### src/rtl/fir_sym_serial_pkg.sv
// Shared types and width helpers for the serial symmetric FIR.
// State encodings stay plain constants so older netlists keep matching state values.
package fir_sym_serial_pkg;

   typedef logic [1:0] state_t;

   localparam state_t ST_IDLE = 2'd0;
   localparam state_t ST_MAC  = 2'd1;
   localparam state_t ST_DONE = 2'd2;

   // Accumulator wide enough for NTAPS/2 full-scale folded products.
   function automatic int acc_w(input int data_w, input int coef_w, input int ntaps);
      return data_w + coef_w + 1 + $clog2(ntaps / 2);
   endfunction

   function automatic int round_bias(input int frac);
      return 2 ** (frac - 1);
   endfunction

endpackage

### src/rtl/fir_sym_serial_if.sv
// Sample stream, coefficient write port and result signals of the serial FIR.
interface fir_sym_serial_if #(
   parameter int NTAPS  = 32,
   parameter int DATA_W = 16,
   parameter int COEF_W = 16
);
   localparam int CA_W = $clog2(NTAPS / 2);

   logic                     in_valid;
   logic signed [DATA_W-1:0] in_sample;
   logic                     in_ready;
   logic                     coef_we;
   logic [CA_W-1:0]          coef_addr;
   logic signed [COEF_W-1:0] coef_data;
   logic                     out_valid;
   logic signed [DATA_W-1:0] out_sample;
   logic                     out_sat;
   logic                     overrun;

   modport master (
      output in_valid, in_sample, coef_we, coef_addr, coef_data,
      input  in_ready, out_valid, out_sample, out_sat, overrun
   );

   modport slave (
      input  in_valid, in_sample, coef_we, coef_addr, coef_data,
      output in_ready, out_valid, out_sample, out_sat, overrun
   );
endinterface

### src/rtl/fir_sym_serial_round_sat.sv
// Round-half-up of the accumulator down to sample scale, then clamp to the sample range.
module fir_round_sat
   import fir_sym_serial_pkg::*;
#(
   parameter int ACC_W  = 37,
   parameter int DATA_W = 16,
   parameter int FRAC   = 15
) (
   input  logic signed [ACC_W-1:0]  acc,
   output logic signed [DATA_W-1:0] sample,
   output logic                     sat
);
   // One guard bit keeps the bias addition from wrapping.
   localparam int SUM_W = ACC_W + 1;
   localparam int SH_W  = SUM_W - FRAC;

   localparam logic signed [SUM_W-1:0] BIAS  = SUM_W'(round_bias(FRAC));
   localparam logic signed [SH_W-1:0]  MAX_V = SH_W'((2 ** (DATA_W - 1)) - 1);
   localparam logic signed [SH_W-1:0]  MIN_V = SH_W'(-(2 ** (DATA_W - 1)));

   logic signed [SUM_W-1:0] sum;
   logic signed [SH_W-1:0]  shifted;

   always_comb begin
      sum     = SUM_W'(acc) + BIAS;
      shifted = SH_W'(sum >>> FRAC);
      sat     = (shifted > MAX_V) || (shifted < MIN_V);
      if (sat)
         sample = shifted[SH_W-1] ? DATA_W'(MIN_V) : DATA_W'(MAX_V);
      else
         sample = DATA_W'(shifted);
   end

endmodule

### src/rtl/fir_sym_serial.sv
// Time-multiplexed symmetric FIR: one multiplier, taps i and NTAPS-1-i folded before the multiply.
//
// state   | meaning
// IDLE    | ready for a sample; coefficient writes accepted
// MAC     | NTAPS/2 folded multiply-accumulate cycles
// DONE    | round/saturate accumulator, present result
module fir_sym_serial
   import fir_sym_serial_pkg::*;
#(
   parameter int NTAPS  = 32,
   parameter int DATA_W = 16,
   parameter int COEF_W = 16,
   parameter int FRAC   = 15
) (
   input logic              clk,
   input logic              reset_n,
   fir_sym_serial_if.slave  bus
);
   localparam int NH     = NTAPS / 2;
   localparam int AW     = $clog2(NTAPS);
   localparam int KW     = $clog2(NH);
   localparam int ACC_W  = acc_w(DATA_W, COEF_W, NTAPS);
   localparam int PAIR_W = DATA_W + 1;
   localparam int PROD_W = PAIR_W + COEF_W;

   state_t                   state;
   logic [AW-1:0]            wr_ptr, rd_a, rd_b;
   logic [KW-1:0]            k;
   logic signed [DATA_W-1:0] dly [NTAPS];
   logic signed [COEF_W-1:0] coef [NH];
   logic signed [ACC_W-1:0]  acc;

   logic signed [PAIR_W-1:0] pair;
   logic signed [PROD_W-1:0] prod;
   logic signed [ACC_W-1:0]  prod_ext;

   logic                     out_valid_q, out_sat_q;
   logic signed [DATA_W-1:0] out_sample_q;
   logic signed [DATA_W-1:0] rs_sample;
   logic                     rs_sat;

   // Explicit wrap so a non-power-of-two NTAPS stays legal.
   function automatic logic [AW-1:0] ptr_inc(input logic [AW-1:0] p);
      return (p == AW'(NTAPS - 1)) ? '0 : p + AW'(1);
   endfunction

   function automatic logic [AW-1:0] ptr_dec(input logic [AW-1:0] p);
      return (p == '0) ? AW'(NTAPS - 1) : p - AW'(1);
   endfunction

   assign pair     = PAIR_W'(dly[rd_a]) + PAIR_W'(dly[rd_b]);
   assign prod     = pair * coef[k];
   assign prod_ext = ACC_W'(prod);

   fir_round_sat #(
      .ACC_W  (ACC_W),
      .DATA_W (DATA_W),
      .FRAC   (FRAC)
   ) u_round_sat (
      .acc    (acc),
      .sample (rs_sample),
      .sat    (rs_sat)
   );

   always_ff @(posedge clk or negedge reset_n) begin
      if (!reset_n) begin
         state        <= ST_IDLE;
         wr_ptr       <= '0;
         rd_a         <= '0;
         rd_b         <= '0;
         k            <= '0;
         acc          <= '0;
         out_valid_q  <= 1'b0;
         out_sample_q <= '0;
         out_sat_q    <= 1'b0;
         for (int i = 0; i < NTAPS; i++) dly[i] <= '0;
         for (int i = 0; i < NH; i++) coef[i] <= '0;
      end else begin
         out_valid_q <= 1'b0;
         case (state)
            ST_IDLE: begin
               // A write landing with an accept is already in the bank for that sample.
               if (bus.coef_we) coef[bus.coef_addr] <= bus.coef_data;
               if (bus.in_valid) begin
                  dly[wr_ptr] <= bus.in_sample;
                  acc         <= '0;
                  rd_a        <= wr_ptr;
                  rd_b        <= ptr_inc(wr_ptr);
                  k           <= '0;
                  wr_ptr      <= ptr_inc(wr_ptr);
                  state       <= ST_MAC;
               end
            end
            ST_MAC: begin
               acc  <= acc + prod_ext;
               rd_a <= ptr_dec(rd_a);
               rd_b <= ptr_inc(rd_b);
               k    <= k + KW'(1);
               if (k == KW'(NH - 1)) state <= ST_DONE;
            end
            ST_DONE: begin
               out_sample_q <= rs_sample;
               out_sat_q    <= rs_sat;
               out_valid_q  <= 1'b1;
               state        <= ST_IDLE;
            end
            default: state <= ST_IDLE;
         endcase
      end
   end

   assign bus.in_ready   = (state == ST_IDLE);
   assign bus.overrun    = bus.in_valid & (state != ST_IDLE);
   assign bus.out_valid  = out_valid_q;
   assign bus.out_sample = out_sample_q;
   assign bus.out_sat    = out_sat_q;

endmodule
### src/flat_wrapper.sv
// flat-port wrapper written by rule: the top's interface ports become plain ports
module fir_sym_serial_flat import fir_sym_serial_pkg::*;
#(
   parameter int NTAPS  = 32,
   parameter int DATA_W = 16,
   parameter int COEF_W = 16,
   parameter int FRAC   = 15
)
  (clk, reset_n, bus_in_valid, bus_in_sample, bus_coef_we, bus_coef_addr, bus_coef_data, bus_in_ready, bus_out_valid, bus_out_sample, bus_out_sat, bus_overrun);
  fir_sym_serial_if #(.NTAPS(NTAPS), .DATA_W(DATA_W), .COEF_W(COEF_W)) bus_i ();
  input logic clk;
  input logic reset_n;
  input wire logic [$bits(bus_i.in_valid)-1:0] bus_in_valid;
  input wire logic [$bits(bus_i.in_sample)-1:0] bus_in_sample;
  input wire logic [$bits(bus_i.coef_we)-1:0] bus_coef_we;
  input wire logic [$bits(bus_i.coef_addr)-1:0] bus_coef_addr;
  input wire logic [$bits(bus_i.coef_data)-1:0] bus_coef_data;
  output wire logic [$bits(bus_i.in_ready)-1:0] bus_in_ready;
  output wire logic [$bits(bus_i.out_valid)-1:0] bus_out_valid;
  output wire logic [$bits(bus_i.out_sample)-1:0] bus_out_sample;
  output wire logic [$bits(bus_i.out_sat)-1:0] bus_out_sat;
  output wire logic [$bits(bus_i.overrun)-1:0] bus_overrun;
  assign bus_i.in_valid = bus_in_valid;
  assign bus_i.in_sample = bus_in_sample;
  assign bus_i.coef_we = bus_coef_we;
  assign bus_i.coef_addr = bus_coef_addr;
  assign bus_i.coef_data = bus_coef_data;
  assign bus_in_ready = bus_i.in_ready;
  assign bus_out_valid = bus_i.out_valid;
  assign bus_out_sample = bus_i.out_sample;
  assign bus_out_sat = bus_i.out_sat;
  assign bus_overrun = bus_i.overrun;
  fir_sym_serial #(.NTAPS(NTAPS), .DATA_W(DATA_W), .COEF_W(COEF_W), .FRAC(FRAC)) u_core (.clk(clk), .reset_n(reset_n), .bus(bus_i));
endmodule
### config.mk
export PLATFORM = sky130hd
export DESIGN_NAME = fir_sym_serial_flat
export DESIGN_NICKNAME = d
export VERILOG_FILES = /design/src/rtl/fir_sym_serial_pkg.sv /design/src/rtl/fir_sym_serial_if.sv /design/src/rtl/fir_sym_serial_round_sat.sv /design/src/rtl/fir_sym_serial.sv /design/src/flat_wrapper.sv
export SDC_FILE = /design/constraint.sdc
export NUM_CORES = 2
export LEC_CHECK = 0
export ABC_AREA = 1
export ABC_CLOCK_PERIOD_IN_PS = 16900
export CAP_MARGIN = 0
export CORE_AREA = 3 3 358 360
export DETAILED_ROUTE_END_ITERATION = 16
export DIE_AREA = 0 0 361 363
export GPL_TIMING_DRIVEN = 0
export PLACE_DENSITY = 0.63
export SLEW_MARGIN = 20
export SYNTH_ARGS = -nofsm -noshare
export SYNTH_HDL_FRONTEND = slang
export SYNTH_SLANG_ARGS = --single-unit
### constraint.sdc
create_clock -name clk -period 16.9 [get_ports clk]
set_input_delay 3.38 -clock clk [delete_from_list [all_inputs] [get_ports clk]]
set_output_delay 3.38 -clock clk [all_outputs]
set_load 0.03 [all_outputs]
# After elaboration in Yosys (flattened, before gate mapping)
# Cells that the tools add are included.
# classes
div,0
n_mux,32
n_reduce_logical,11
mul,1
add_sub_neg,7
n_shift,0
bitwise_logic,6
magnitude_cmp,9
n_eq_ne,7
# op_table
op,n
bitwise mux 512 bit,1
bitwise mux 256 bit,1
binary-select mux 16 bit (select 5 bit),2
two-way mux 16 bit,10
demux 16 bit (select 5 bit),1
one-hot mux 37 bit (2 select lines),1
binary-select mux 16 bit (select 4 bit),1
demux 16 bit (select 4 bit),1
"adder 37 x 16 -> 38 bit, second input constant",1
adder 37 x 33 -> 37 bit,1
two-way mux 37 bit,1
multiplier 17 x 16 -> 33 bit,1
two-way mux 5 bit,5
"> comparator 23 x 16 -> 1 bit, second input constant",1
"< comparator 23 x 16 -> 1 bit, second input constant",1
one-hot mux 5 bit (2 select lines),2
"greater-or-equal comparator 6 bit, second input constant",3
inverter 5 -> 6 bit,3
adder 16 x 16 -> 17 bit,1
"adder 5 x 1 -> 5 bit, second input constant",2
"== test 5 bit, second input constant",2
"greater-or-equal comparator 5 bit, second input constant",2
inverter 4 -> 5 bit,2
one-hot mux 4 bit (2 select lines),1
other kinds (20),26
# totals
ram_bits,0
latchBits,0
out_inout_bits,20
reg_bits,844
romBits,0
memories,0
input_bits,40
elab_cells,130

# Depth between registers and ports, before layout
# logic_depth
ltp_word,8
depth_mapped,49
ltp_nobuf,45

# Cells and area by module
# A second synthesis with hierarchy kept.
# hier_totals
hier_cells,7279
area_unflattened_um2,56599.3
# by_module_without_submodules
module,seq_area_each_um2,instances,cells_each,area_each_um2
fir_sym_serial,21120.3,1,7082,55659.6
fir_round_sat,0.0,1,197,939.7

# Worst setup path before layout
# OpenSTA, ideal clock, no wires.
# synth_path
kind,flip-flop to flip-flop
startpoint,reg u_core.rd_b[0]
endpoint,reg u_core.acc[36]
arrival_ns,8.136
setup_time_ns,0.118
required_time_ns,16.782
path_slack_ns,8.647
stages_incl_launch_ff,39
cell_sequence,dfrtp_1 > buf_2 > inv_2 > clkbuf_1 > clkbuf_1 > a21oi_1 > o21ai_0 > a21oi_1 > o31ai_1 > inv_1 > ha_1 > fa_1 > nand2_1 > nand2_1 > nand3_1 > nand3_1 > nand2_1 > nand3_1 > (+3 left out) > inv_1 > fa_1 > fa_1 > fa_1 > fa_1 > fa_1 > fa_1 > inv_1 > ha_1 > inv_1 > nor3_1 > nand2_1 > nor2_1 > nand3_1 > nand3_1 > nand3_1 > nand3_1 > nand2_1
# synth_via
elab_chain_len,8
# synth_lines
element,line,text
from (decl),fir_sym_serial.sv:27,"logic [AW-1:0] wr_ptr, rd_a, rd_b;"
from (signal assigned),fir_sym_serial.sv:88,rd_b <= ptr_inc(wr_ptr);
from (signal assigned),fir_sym_serial.sv:97,rd_b <= ptr_inc(rd_b);
inverter 5 -> 6 bit (implied by the code),fir_sym_serial.sv:51,assign pair = PAIR_W'(dly[rd_a]) + PAIR_W'(dly[rd_b]);
binary-select mux 16 bit (select 5 bit),fir_sym_serial.sv:51,
two-way mux 16 bit (implied by the code) (2 in series),fir_sym_serial.sv:51,
adder 16 x 16 -> 17 bit,fir_sym_serial.sv:51,
multiplier 17 x 16 -> 33 bit,fir_sym_serial.sv:52,assign prod = pair * coef[k];
adder 37 x 33 -> 37 bit,fir_sym_serial.sv:95,acc <= acc + prod_ext;
one-hot mux 37 bit (2 select lines),fir_sym_serial.sv:80,case (state)
to (signal assigned),fir_sym_serial.sv:95,
to (decl),fir_sym_serial.sv:31,logic signed [ACC_W-1:0] acc;
# Every way passes these cells. The select of a mux whose other input is x is not followed.
# A chain may end at the register's enable or synchronous reset.

# Final worst setup path
# layout_path
startpoint,reg u_core.rd_a[0]
endpoint,reg u_core.acc[24]
# layout_via
elab_chain_len,8
# layout_lines
element,line,text
from (decl),fir_sym_serial.sv:27,
from (signal assigned),fir_sym_serial.sv:87,rd_a <= wr_ptr;
from (signal assigned),fir_sym_serial.sv:96,rd_a <= ptr_dec(rd_a);
inverter 5 -> 6 bit (implied by the code),fir_sym_serial.sv:51,
binary-select mux 16 bit (select 5 bit),fir_sym_serial.sv:51,
two-way mux 16 bit (implied by the code) (2 in series),fir_sym_serial.sv:51,
adder 16 x 16 -> 17 bit,fir_sym_serial.sv:51,
multiplier 17 x 16 -> 33 bit,fir_sym_serial.sv:52,
adder 37 x 33 -> 37 bit,fir_sym_serial.sv:95,
one-hot mux 37 bit (2 select lines),fir_sym_serial.sv:80,
# Every way passes these cells. The select of a mux whose other input is x is not followed.

==> results.md <==
* Status: finished, final reports clean
* RSZ-0062 raised after global routing: false
* Worst Skew at 78.0 ps
* Crit-path max FO at 11
* FFs w/ async S/R, synth at 100%
* Synth area leaders: dfrtp_1 (38%), fa_1 (12%), o21ai_0 (11%), nand2_1 (9.2%), a21oi_1 (5.9%)
* FF-to-FF End: u_core.acc[24]
* Die Area at 131000 um2
* Num rows at 130
* Share of cells above drive strength 1 at 5.57%
* Final slew viol count at 0
* Routed length per instance at 31.8 um
* H-tree Lvls at 3
* Vias/cell at 6.21
* Critical Path End Type: flop
* Post-Syn Area at 56100 um2
* Num ports at 60
* Crit path largest cell delay at 930 ps
* Fmax achieved at 82.9 MHz
* Syn_area_per_cell at 7.72 um2
* Clk sinks at 844
* Synth cell types at 55
* Routed Antenna Nets at 0
* Yosys warning count at 0
* Critical Path AT at 12640 ps
* Initial Util at 44.7%
* CTS Hold Buffers Added at 0
* Die H at 363 um
* Drt initial violations at 9022
* R2r setup slk at 4830 ps
* GPL Wtd Cong at 1.11
* Placed cells at 8988
* Post-CTS setup buffers at 0
* Clk Latency, worst-skew pair at 770 ps
* Fin cells at 9189
* Post-synth top cells: nand2_1 (1371), o21ai_0 (1257), inv_1 (855)
* Tot GR Track Use at 44.1%
* Critical Path Start: u_core.rd_a[0]
* Maximum root-to-sink buffer count at 3
* Largest net degree at the start of global routing at 142
* Final hold vios at 0
* Vias at 57051
* Post-synth top area share at 37.6%
* Worst relative slew slack at 8.79%
* Fin Setup TNS at 0 ps
* Crit Path Class: flop to flop
* Root Buffer: clkbuf_16
* Critical-path top delay cell: a21oi_1
* DR pass1 iterations at 9
* FF+latch count, synth at 844
* Number of flops mapped to enable cells by yosys at 0
* First-pass GRT wire length at 408000 um
* Worst min path class: flop to flop
* Post-Syn Instances at 7270
* Most used flip-flop cell after synthesis: dfrtp_1
* Die X at 361 um
* CP endpoint: u_core.acc[24]
* Syn-to-layout area delta at 12.1%
* Sequential area share after synthesis at 37.6%
* CTS tree: done
* Routed WL at 292000 um
* Max-cap violations at 0
* Nets at 7943
* CP startpoint kind: flop
* Reg clk slew, reported paths at 60 ps
* Fin crit period at 12070 ps
* CTS resizes at 0
* Num CTS Buffers at 97
* Core footprint at 125000 um2
* Port Buf Inserts at 59
* Initial antenna violation count at 31
* WP data required at 17470 ps
* Number of global-route vias before repair at 53636
* Fin crit share at 71.4%
* Most instantiated library cell after synthesis: nand2_1
* RR Startpoint: u_core.rd_a[0]
* Post-synth net total at 7775
* Pin slew with the least headroom to its limit at 1370 ps
* Final setup viols at 0
* DRC Markers at 0
* Cells on worst reg2reg path at 38
* Final HPWL DP at 221000 um
* Total grt overflow at 0
* Cell taking the most area after synthesis: dfrtp_1
==> routing by layer <==
| metal | vias to the layer above | global-route usage, % | part of all wire [%] | routed length (um) |
|---|---|---|---|---|
| li1 | 23971 | - | - | - |
| met2 | 4063 | 60.5 | 39 | 115000 |
| met3 | 771 | 16.2 | 14 | 41700 |
| met4 | 6 | 20.4 | 5.6 | 16500 |
| met1 | 28240 | 61.5 | 41 | 119000 |
| met5 | - | 0 | 0.013 | 37 |
==> kinds of logic after synthesis <==
group	Yosys count	synth area share (%)
AND/OR/NAND/NOR	2402	17.1
AO/OA/AOI/OAI	2156	20.4
buffers and inverters	1372	9.53
flip-flops	844	37.6
adder cells (fa/ha/maj)	465	14.8
XOR/XNOR	31	0.524
==> area by class of cell <==
cell class / count / area [um2]
Clock inverter: 56 / 1020
Tap cell: 1650 / 2060
Fill cell: 12678 / 62500
Buffer: 488 / 2100
Antenna cell: 17 / 42.5
Sequential cell: 844 / 21100
Inverter: 884 / 3320
Multi-Input combinational cell: 5054 / 29600
Timing Repair Buffer: 69 / 860
Clock buffer: 127 / 2730
==> placed cells by master (no fill, tap or decap), drive strengths merged, types with 59 or more instances in the layout <==
cell / n
nand2: 1385
o21ai: 1261
inv: 870
dfrtp: 844
nor2: 700
a21oi: 675
clkbuf: 466
fa: 331
nand3: 247
buf: 160
ha: 134
o211ai: 63
o22ai: 59
==> registers in the layout, indices dropped and copies added, names as in the netlist, 2 cells and up <==
name,count
u_core.wr_ptr,5
u_core.bus.out_sample,16
u_core.dly,512
u_core.rd_b,5
u_core.rd_a,5
u_core.acc,37
u_core.k,4
u_core.coef,256
u_core.state,2
==> per-stage QoR <==
stage          worst slack, ps  util (%)  hold slack [ps]  area (um2)
3_3_place_gp            -28270      46.9              461       58800
5_1_grt                   4630      50.1              500       62900
6_report                  4830      50.2              478       62900
3_5_place_dp              5350      47.1              468       59100
2_1_floorplan             8650         -              448       56100
4_1_cts                   5360      50.1              483       62800
==> critical path, delay by kind of cell (launching register included) <==
kind | cells | cell delay, ps
AO/OA/AOI/OAI | 6 | 1830
buffers and inverters | 11 | 3160
adder cells (fa/ha/maj) | 8 | 4150
flip-flops | 1 | 350
AND/OR/NAND/NOR | 13 | 2310
==> worst min-delay path by stage <==
stage | from | to | slack [ps] | cells after the start
after detailed placement | u_core.coef[181] | u_core.coef[181] | 470 | 2
after global routing | u_core.coef[178] | u_core.coef[178] | 500 | 2
final | u_core.coef[231] | u_core.coef[231] | 480 | 2
after floorplan | u_core.coef[146] | u_core.coef[146] | 450 | 2
after global placement | u_core.coef[156] | u_core.coef[156] | 460 | 2
after CTS | u_core.coef[17] | u_core.coef[17] | 480 | 2
Power is left out: the tool's default activity adds up to more than one toggle a clock period on the data nets, which glitch-free logic cannot reach.
